## src/rtl/ifetch_pkg.sv

```systemverilog
// ifetch_pkg: shared state type and constants for the instruction-fetch stage
package ifetch_pkg;
    localparam int          IFETCH_ADDR_W = 16;
    localparam int          IFETCH_DATA_W = 16;
    localparam logic [15:0] MISS_CNT_MAX  = 16'hFFFF;
    typedef enum logic [1:0] {IDLE, DEMAND, PREFETCH} ifetch_state_t;
endpackage

```

## src/rtl/ifetch_line.sv

```systemverilog
// ifetch_line: one tag/valid/data buffer line with load, invalidate and address compare
module ifetch_line
    import ifetch_pkg::*;
#(
    parameter int ADDR_W = IFETCH_ADDR_W,
    parameter int DATA_W = IFETCH_DATA_W
) (
    input  logic              clk,
    input  logic              rst,
    input  logic              load,
    input  logic              inval,
    input  logic [ADDR_W-1:0] ld_tag,
    input  logic [DATA_W-1:0] ld_data,
    input  logic [ADDR_W-1:0] addr,
    output logic              hit,
    output logic [DATA_W-1:0] data
);
    logic              valid;
    logic [ADDR_W-1:0] tag;
    // Load takes priority over invalidate; reset leaves the line empty
    always_ff @(posedge clk or negedge rst) begin
        if (!rst) begin
            valid <= 1'b0;
            tag   <= '0;
            data  <= '0;
        end else if (load) begin
            valid <= 1'b1;
            tag   <= ld_tag;
            data  <= ld_data;
        end else if (inval) begin
            valid <= 1'b0;
        end
    end
    assign hit = valid && (tag == addr);
endmodule

```

## src/rtl/ifetch_unit.sv

```systemverilog
// ifetch_unit: one-line instruction buffer refilled over req/ack, with a saturating stall counter.
// Defining IFETCH_PREFETCH_EN adds a next-address prefetch line and the PREFETCH state.
module ifetch_unit
    import ifetch_pkg::*;
#(
    parameter int ADDR_W = IFETCH_ADDR_W,
    parameter int DATA_W = IFETCH_DATA_W
) (
    input  logic              clk,
    input  logic              rst,
    input  logic [ADDR_W-1:0] pcaddr,
    output logic [DATA_W-1:0] instruction,
    output logic              en,
    output logic              imem_req,
    output logic [ADDR_W-1:0] imem_addr,
    input  logic              imem_ack,
    input  logic [DATA_W-1:0] imem_rdata,
    output logic [15:0]       miss_cycles
);
    ifetch_state_t     state, state_nx;
    logic [ADDR_W-1:0] addr_nx, d_ld_tag;
    logic [DATA_W-1:0] d_ld_data, d_data;
    logic              d_load, d_hit;

    ifetch_line #(.ADDR_W(ADDR_W), .DATA_W(DATA_W)) u_dline (
        .clk     (clk),
        .rst     (rst),
        .load    (d_load),
        .inval   (1'b0),
        .ld_tag  (d_ld_tag),
        .ld_data (d_ld_data),
        .addr    (pcaddr),
        .hit     (d_hit),
        .data    (d_data)
    );

`ifdef IFETCH_PREFETCH_EN
    logic [DATA_W-1:0] p_data;
    logic              p_load, p_inval, p_hit, pf_due;

    ifetch_line #(.ADDR_W(ADDR_W), .DATA_W(DATA_W)) u_pline (
        .clk     (clk),
        .rst     (rst),
        .load    (p_load),
        .inval   (p_inval),
        .ld_tag  (imem_addr),
        .ld_data (imem_rdata),
        .addr    (pcaddr),
        .hit     (p_hit),
        .data    (p_data)
    );

    assign en          = d_hit || p_hit;
    assign instruction = p_hit ? p_data : d_data;

    // Marks a freshly filled demand line whose successor has not been requested yet
    always_ff @(posedge clk or negedge rst) begin
        if (!rst)
            pf_due <= 1'b0;
        else if (state_nx == PREFETCH)
            pf_due <= 1'b0;
        else if (d_load)
            pf_due <= 1'b1;
    end
`else
    assign en          = d_hit;
    assign instruction = d_data;
`endif

    assign imem_req = (state != IDLE);

    // Next state and line loads; imem_addr only moves when a request starts
    always_comb begin
        state_nx  = state;
        addr_nx   = imem_addr;
        d_load    = 1'b0;
        d_ld_tag  = imem_addr;
        d_ld_data = imem_rdata;
`ifdef IFETCH_PREFETCH_EN
        p_load    = 1'b0;
        p_inval   = 1'b0;
`endif
        case (state)
            IDLE: begin
                if (!en) begin
                    addr_nx  = pcaddr;
                    state_nx = DEMAND;
                end
`ifdef IFETCH_PREFETCH_EN
                else if (p_hit) begin
                    d_load    = 1'b1;
                    d_ld_tag  = pcaddr;
                    d_ld_data = p_data;
                    p_inval   = 1'b1;
                    addr_nx   = pcaddr + 1'b1;
                    state_nx  = PREFETCH;
                end else if (pf_due) begin
                    addr_nx  = pcaddr + 1'b1;
                    state_nx = PREFETCH;
                end
`endif
            end
            DEMAND: begin
                if (imem_ack) begin
                    d_load   = 1'b1;
                    state_nx = IDLE;
                end
            end
`ifdef IFETCH_PREFETCH_EN
            PREFETCH: begin
                if (imem_ack) begin
                    state_nx = IDLE;
                    if (!en && pcaddr == imem_addr)
                        d_load = 1'b1;
                    else
                        p_load = 1'b1;
                end
            end
`endif
            default: state_nx = IDLE;
        endcase
    end

    // State, request address and saturating stall counter
    always_ff @(posedge clk or negedge rst) begin
        if (!rst) begin
            state       <= IDLE;
            imem_addr   <= '0;
            miss_cycles <= '0;
        end else begin
            state     <= state_nx;
            imem_addr <= addr_nx;
            if (!en && miss_cycles != MISS_CNT_MAX)
                miss_cycles <= miss_cycles + 1'b1;
        end
    end
endmodule

```

## config.mk

```make
export PLATFORM = sky130hd
export DESIGN_NAME = ifetch_unit
export DESIGN_NICKNAME = d
export VERILOG_FILES = /design/src/rtl/ifetch_pkg.sv /design/src/rtl/ifetch_line.sv /design/src/rtl/ifetch_unit.sv
export SDC_FILE = /design/constraint.sdc
export NUM_CORES = 1
export LEC_CHECK = 0
export BUFFER_PORTS_ARGS = -buffer_cell sky130_fd_sc_hd__clkbuf_2
export CAP_MARGIN = 20
export CORE_UTILIZATION = 56
export DETAILED_ROUTE_END_ITERATION = 8
export PLACE_DENSITY = 0.85
export SKIP_LAST_GASP = 1
export SLEW_MARGIN = 20
export SYNTH_ARGS = -nofsm -noshare
export SYNTH_HDL_FRONTEND = slang
export SYNTH_SLANG_ARGS = --single-unit
```

## constraint.sdc

```tcl
create_clock -name clk -period 5.3 [get_ports clk]
set_clock_uncertainty 0.1 [all_clocks]
set_input_delay 1.06 -clock clk [delete_from_list [all_inputs] [get_ports clk]]
set_output_delay 1.06 -clock clk [all_outputs]
set_load 0.01 [all_outputs]
```

; Word level (Yosys, flattened, before mapping)
; Index checks and enable logic that the tools add are counted.
[word_totals]
regBits = 67
in_bits = 35
output_inout_bits = 50
wordCells = 25
[op_classes]
n_addsub = 1
n_eq_ne = 5
mux = 5
bitwise_logic = 1
reduce_logical = 7
[ops]
columns = op, count
row1 = "16-bit by 1-bit adder with 16-bit output, second input constant", 1
row2 = 16-bit equality test, 1
row3 = "16-bit != test, second input constant", 1
row4 = 2-bit two-way mux, 2
row5 = "2-bit != test, second input constant", 2
row6 = 2-bit case mux with 2 select lines, 1
row7 = 2-bit AND reduction, 2
row8 = "2-bit by 1-bit equality test with 1-bit output, second input constant", 1
row9 = 1-bit logical AND, 2
row10 = 2-bit logical NOT, 1
row11 = 1-bit two-way mux, 2
row12 = 2-bit nonzero test, 1
row13 = 1-bit logical NOT, 1
row14 = 1-bit inverter, 1

; Depth between registers and ports, before layout
[depth]
depth_word = 4
mapped_depth = 6
depth_no_buf = 6

; By module
; Synthesis repeated with hierarchy kept, for this count alone.
[unflattened]
hier_cells = 196
area_unflattened_um2 = 2832.7
[by_module_without_submodules]
columns = mod, instances, cells_per_inst, area_per_inst_um2, seq_area_each_um2
row1 = ifetch_unit, 1, 103, 1433.9, 825.8
row2 = ifetch_line, 1, 93, 1398.8, 825.8

; Worst setup path after synthesis
; No wires, ideal clock.
[synth_path]
path_kind = input to output
start = in pcaddr[9]
end = out en
arrival_ps = 2157
t_required_ps = 4140
slack_ps = 1983
path_stages = 5
n_path_buf = 1
cell_sequence = xnor2_1 nand4_1 nor4_4 buf_6 and2_1
[synth_between]
elab_chain_cells = 2
[synth_rtl]
columns = item, line_no
row1 = from (decl), ifetch_unit.sv:11  ; input logic [ADDR_W-1:0] pcaddr,
row2 = 16-bit equality test, ifetch_line.sv:34  ; assign hit = valid && (tag == addr);
row3 = 1-bit logical AND, ifetch_line.sv:34
row4 = to (decl), ifetch_unit.sv:13  ; output logic en,
; No other way between the ends.

; Final worst setup path
[layout_path]
start = in pcaddr[1]
end = out en
; Same word-level chain as after synthesis.

==> results by group <==
Clock network
  – Clk Latency, worst-skew pair: 340 ps
  – Post-cts sizing count: 0
  – H-Tree Depth: 3
  – CTS Sinks: 66
  – CTS max path bufs: 2
  – Clk pin slew, worst setup/hold paths: about 70 ps
  – TritonCTS clock tree: yes
  – Hold buffer count at cts: 0
  – Postcts setup bufs: 0
  – Total CTS buffers: 9
  – Root buffer cell: clkbuf_8

Logic synthesis
  – Syn Nets: 273
  – Largest family of logic cells by synthesized area: multiplexers
  – Post-synthesis sequential area ratio: ~54%
  – Mapped Area: a little over 0.003 mm²
  – Synth Area in Adders: 0.408%
  – Asr flop ratio synth: 100%
  – Mean Syn Cell Area: about 13 µm²
  – Ys flop type: dfrtp_1
  – Synthesis Warnings: 0
  – #FFs+latches synth: 66
  – Mux cell area share after synthesis: 20.7%
  – XOR/XNOR Fraction of Synth Area: 5.72%
  – Synth unique cells: 39
  – Number of synthesized flops with an enable pin: 0
  – Syn Inst Count: about 240
  – Post-synthesis compound-gate area fraction: under 10%
  – Post-Synth Simple-Gate Area: 10.9%

Finish
  – Multi-input logic area: 0.00135 mm²
  – Filler-free cell count of the finished design: 401
  – Fin util: between 70% and 80%
  – Commonest non-fill, non-tap cells in the layout: 83 x clkbuf_2, 66 x dfrtp_1, 42 x mux2_2
  – Reg area: 0.00165 mm²
  – Layout cell share with drive strength beyond 1: 48.0%
  – Most common cell after layout, fill and taps aside: clkbuf_2
  – Layout Nets: 362
  – Fillers: 362
  – Area delta synth->final: 22.1%
  – # diodes: 0

Timing
  – Max Clk Rate: 0.278 GHz
  – RSZ-0062 raised after global routing: no
  – Final setup viols: 0
  – Worst-margin pin slew: approximately 950 ps
  – Relative slew slack: 35.9%
  – Hold Fails Final Rpt: 0
  – Minimum clock period: 3600 ps
  – Final Cycle Share: 67.9%
  – Slew Viols, Final: 0
  – Setup TNS: 0 ps

Worst setup path
  – Setup crit end kind: output port
  – Worst EP arrival: 2440 ps
  – Critical path launch point type: primary input
  – Worst Path Required: about 4100 ps
  – Slowest stage delay, CP: 310 ps
  – WS Path Type: in -> out
  – CP bufs+invs: 3
  – Slowest CP cell: nor4_4
  – Crit path max fanout: 14
  – CP top delay family: simple AND/OR/NAND/NOR gates
  – Crit-path cells: clkbuf_2 > xnor2_1 > nand4_1 > nor4_4 > buf_4 > and2_1 > clkbuf_2
  – Crit path top cell by count: clkbuf_2

Power and ir drop
  – P per Cell Area: between 300 and 400 mW/mm²
  – Peak supply drop: about 0.22 mV
  – Total Power: approximately 1.4 mW
  – Leakage: 1.65 nW

Die
  – Core Footprint: 0.00517 mm²
  – Io pins: 85
  – Initial Util: 59.2%
  – Die height: 76.0 µm
  – Row cnt: 26
  – Die area: about 0.0058 mm²
  – Die Width: 76.0 µm

Hold path
  – Worst hold path type: reg -> reg

Routing
  – Routed wire length: 6.06 mm
  – Routed Antenna Nets: 0
  – First-pass DRT Iterations: 4
  – Number of DRC markers in iteration 0: 163
  – Via count: ~2200
  – Remaining DRCs: 0
  – Wire length per cell: about 15 µm
  – Vias/cell: 5.60

Global routing
  – Initial antenna violation count: 0
  – Vias in the first global route: 2226
  – GRT Overall Usage: 23.4%
  – First-pass GRT wire length: between 10 and 15 mm
  – Global route overflow: 0
  – Largest net degree at the start of global routing: 67

Placed design
  – HPWL after DPL: 4.26 mm
  – Input/output buffers: 84
  – DP Cell Count: 385
  – Gpl congestion: 0.872

Outcome
  – Status: finished clean

Flow run
  – Maxcap violations: 0
metrics by stage:
stage	setup slack, ps	area [µm²]	hold WS [ps]
after detailed placement	1760	3540	391
after global routing	1660	3740	430
after CTS	1730	3740	410
final	1700	3740	409
after floorplan	1980	3060	348
after global placement	1790	3540	365
area by class of cell:
| class | count | share of cell area, % |
|---|---|---|
| Inverter | 2 | 0.201 |
| Tap cell | 70 | 2.34 |
| Clock inverter | 4 | 1.37 |
| Clock buffer | 12 | 3.88 |
| Timing Repair Buffer | 87 | 11.8 |
| Sequential cell | 66 | 44.2 |
| Multi-Input combinational cell | 160 | 36.2 |
path summary, 6_finish.rpt:
| check | start | end | slack, ps | cells past startpoint |
|---|---|---|---|---|
| worst max-delay path | pcaddr[1] | en | 1700 | 7 |
| max in group asynchronous | rst | miss_cycles[1]$_DFFE_PN0P_ | 3770 | 2 |
| min in group asynchronous | rst | imem_addr[14]$_DFFE_PN0P_ | 810 | 2 |
| worst min-delay path | u_dline.data[12]$_DFFE_PN0P_ | u_dline.data[12]$_DFFE_PN0P_ | 410 | 1 |
| worst min register to register | u_dline.data[12]$_DFFE_PN0P_ | u_dline.data[12]$_DFFE_PN0P_ | 410 | 1 |
| worst max register to register | miss_cycles[0]$_DFFE_PN0P_ | miss_cycles[13]$_DFFE_PN0P_ | 2970 | 6 |
routing by layer:
layer | part of all wire, % | GRT usage, % | wire length (µm) | vias to the layer above
met2 | 48 | 36.3 | 2900 | 89
met5 | 0 | 0 | 0 | -
met3 | 6.5 | 5.06 | 392 | 10
met1 | 44 | 30.9 | 2640 | 1097
li1 | - | - | - | 1048
met4 | 2.2 | 12.7 | 132 | 0
power by group:
group | switching, mW | leakage [nW] | internal (mW) | total (mW)
clock | 0.188 | 0.0966 | 0.230 | 0.419
sequential | 0.0729 | 0.753 | 0.587 | 0.660
combinational | 0.144 | 0.802 | 0.151 | 0.295
kinds of logic (layout without fill, tap and decap cells):
logic type | after synthesis | count (layout)
AO/OA/AOI/OAI | 26 | 26
XOR/XNOR | 20 | 20
adder cells (fa/ha/maj) | 1 | 1
buffers and inverters | 11 | 105
flip-flops | 66 | 66
multiplexers | 53 | 53
AND/OR/NAND/NOR | 60 | 60
registers in the layout (all words and copies together) (netlist names):
signal	flops
imem_addr	16
miss_cycles	16
u_dline.data	16
u_dline.tag	16
state	1
u_dline.valid	1
Yosys cell counts, drive strengths merged (4+ instances only):
| library cell | instances | area [µm²] |
|---|---|---|
| dfrtp | 66 | 1650 |
| mux2 | 52 | 623 |
| nand2 | 16 | 60.1 |
| xnor2 | 16 | 140 |
| nand4 | 12 | 75.1 |
| a21oi | 9 | 56.3 |
| nand3 | 9 | 45.0 |
| buf | 5 | 33.8 |
| nor3 | 5 | 30.0 |
| and2 | 4 | 25.0 |
| clkbuf | 4 | 17.5 |
| xor2 | 4 | 35.0 |
Power figures use the tool's default switching activity.
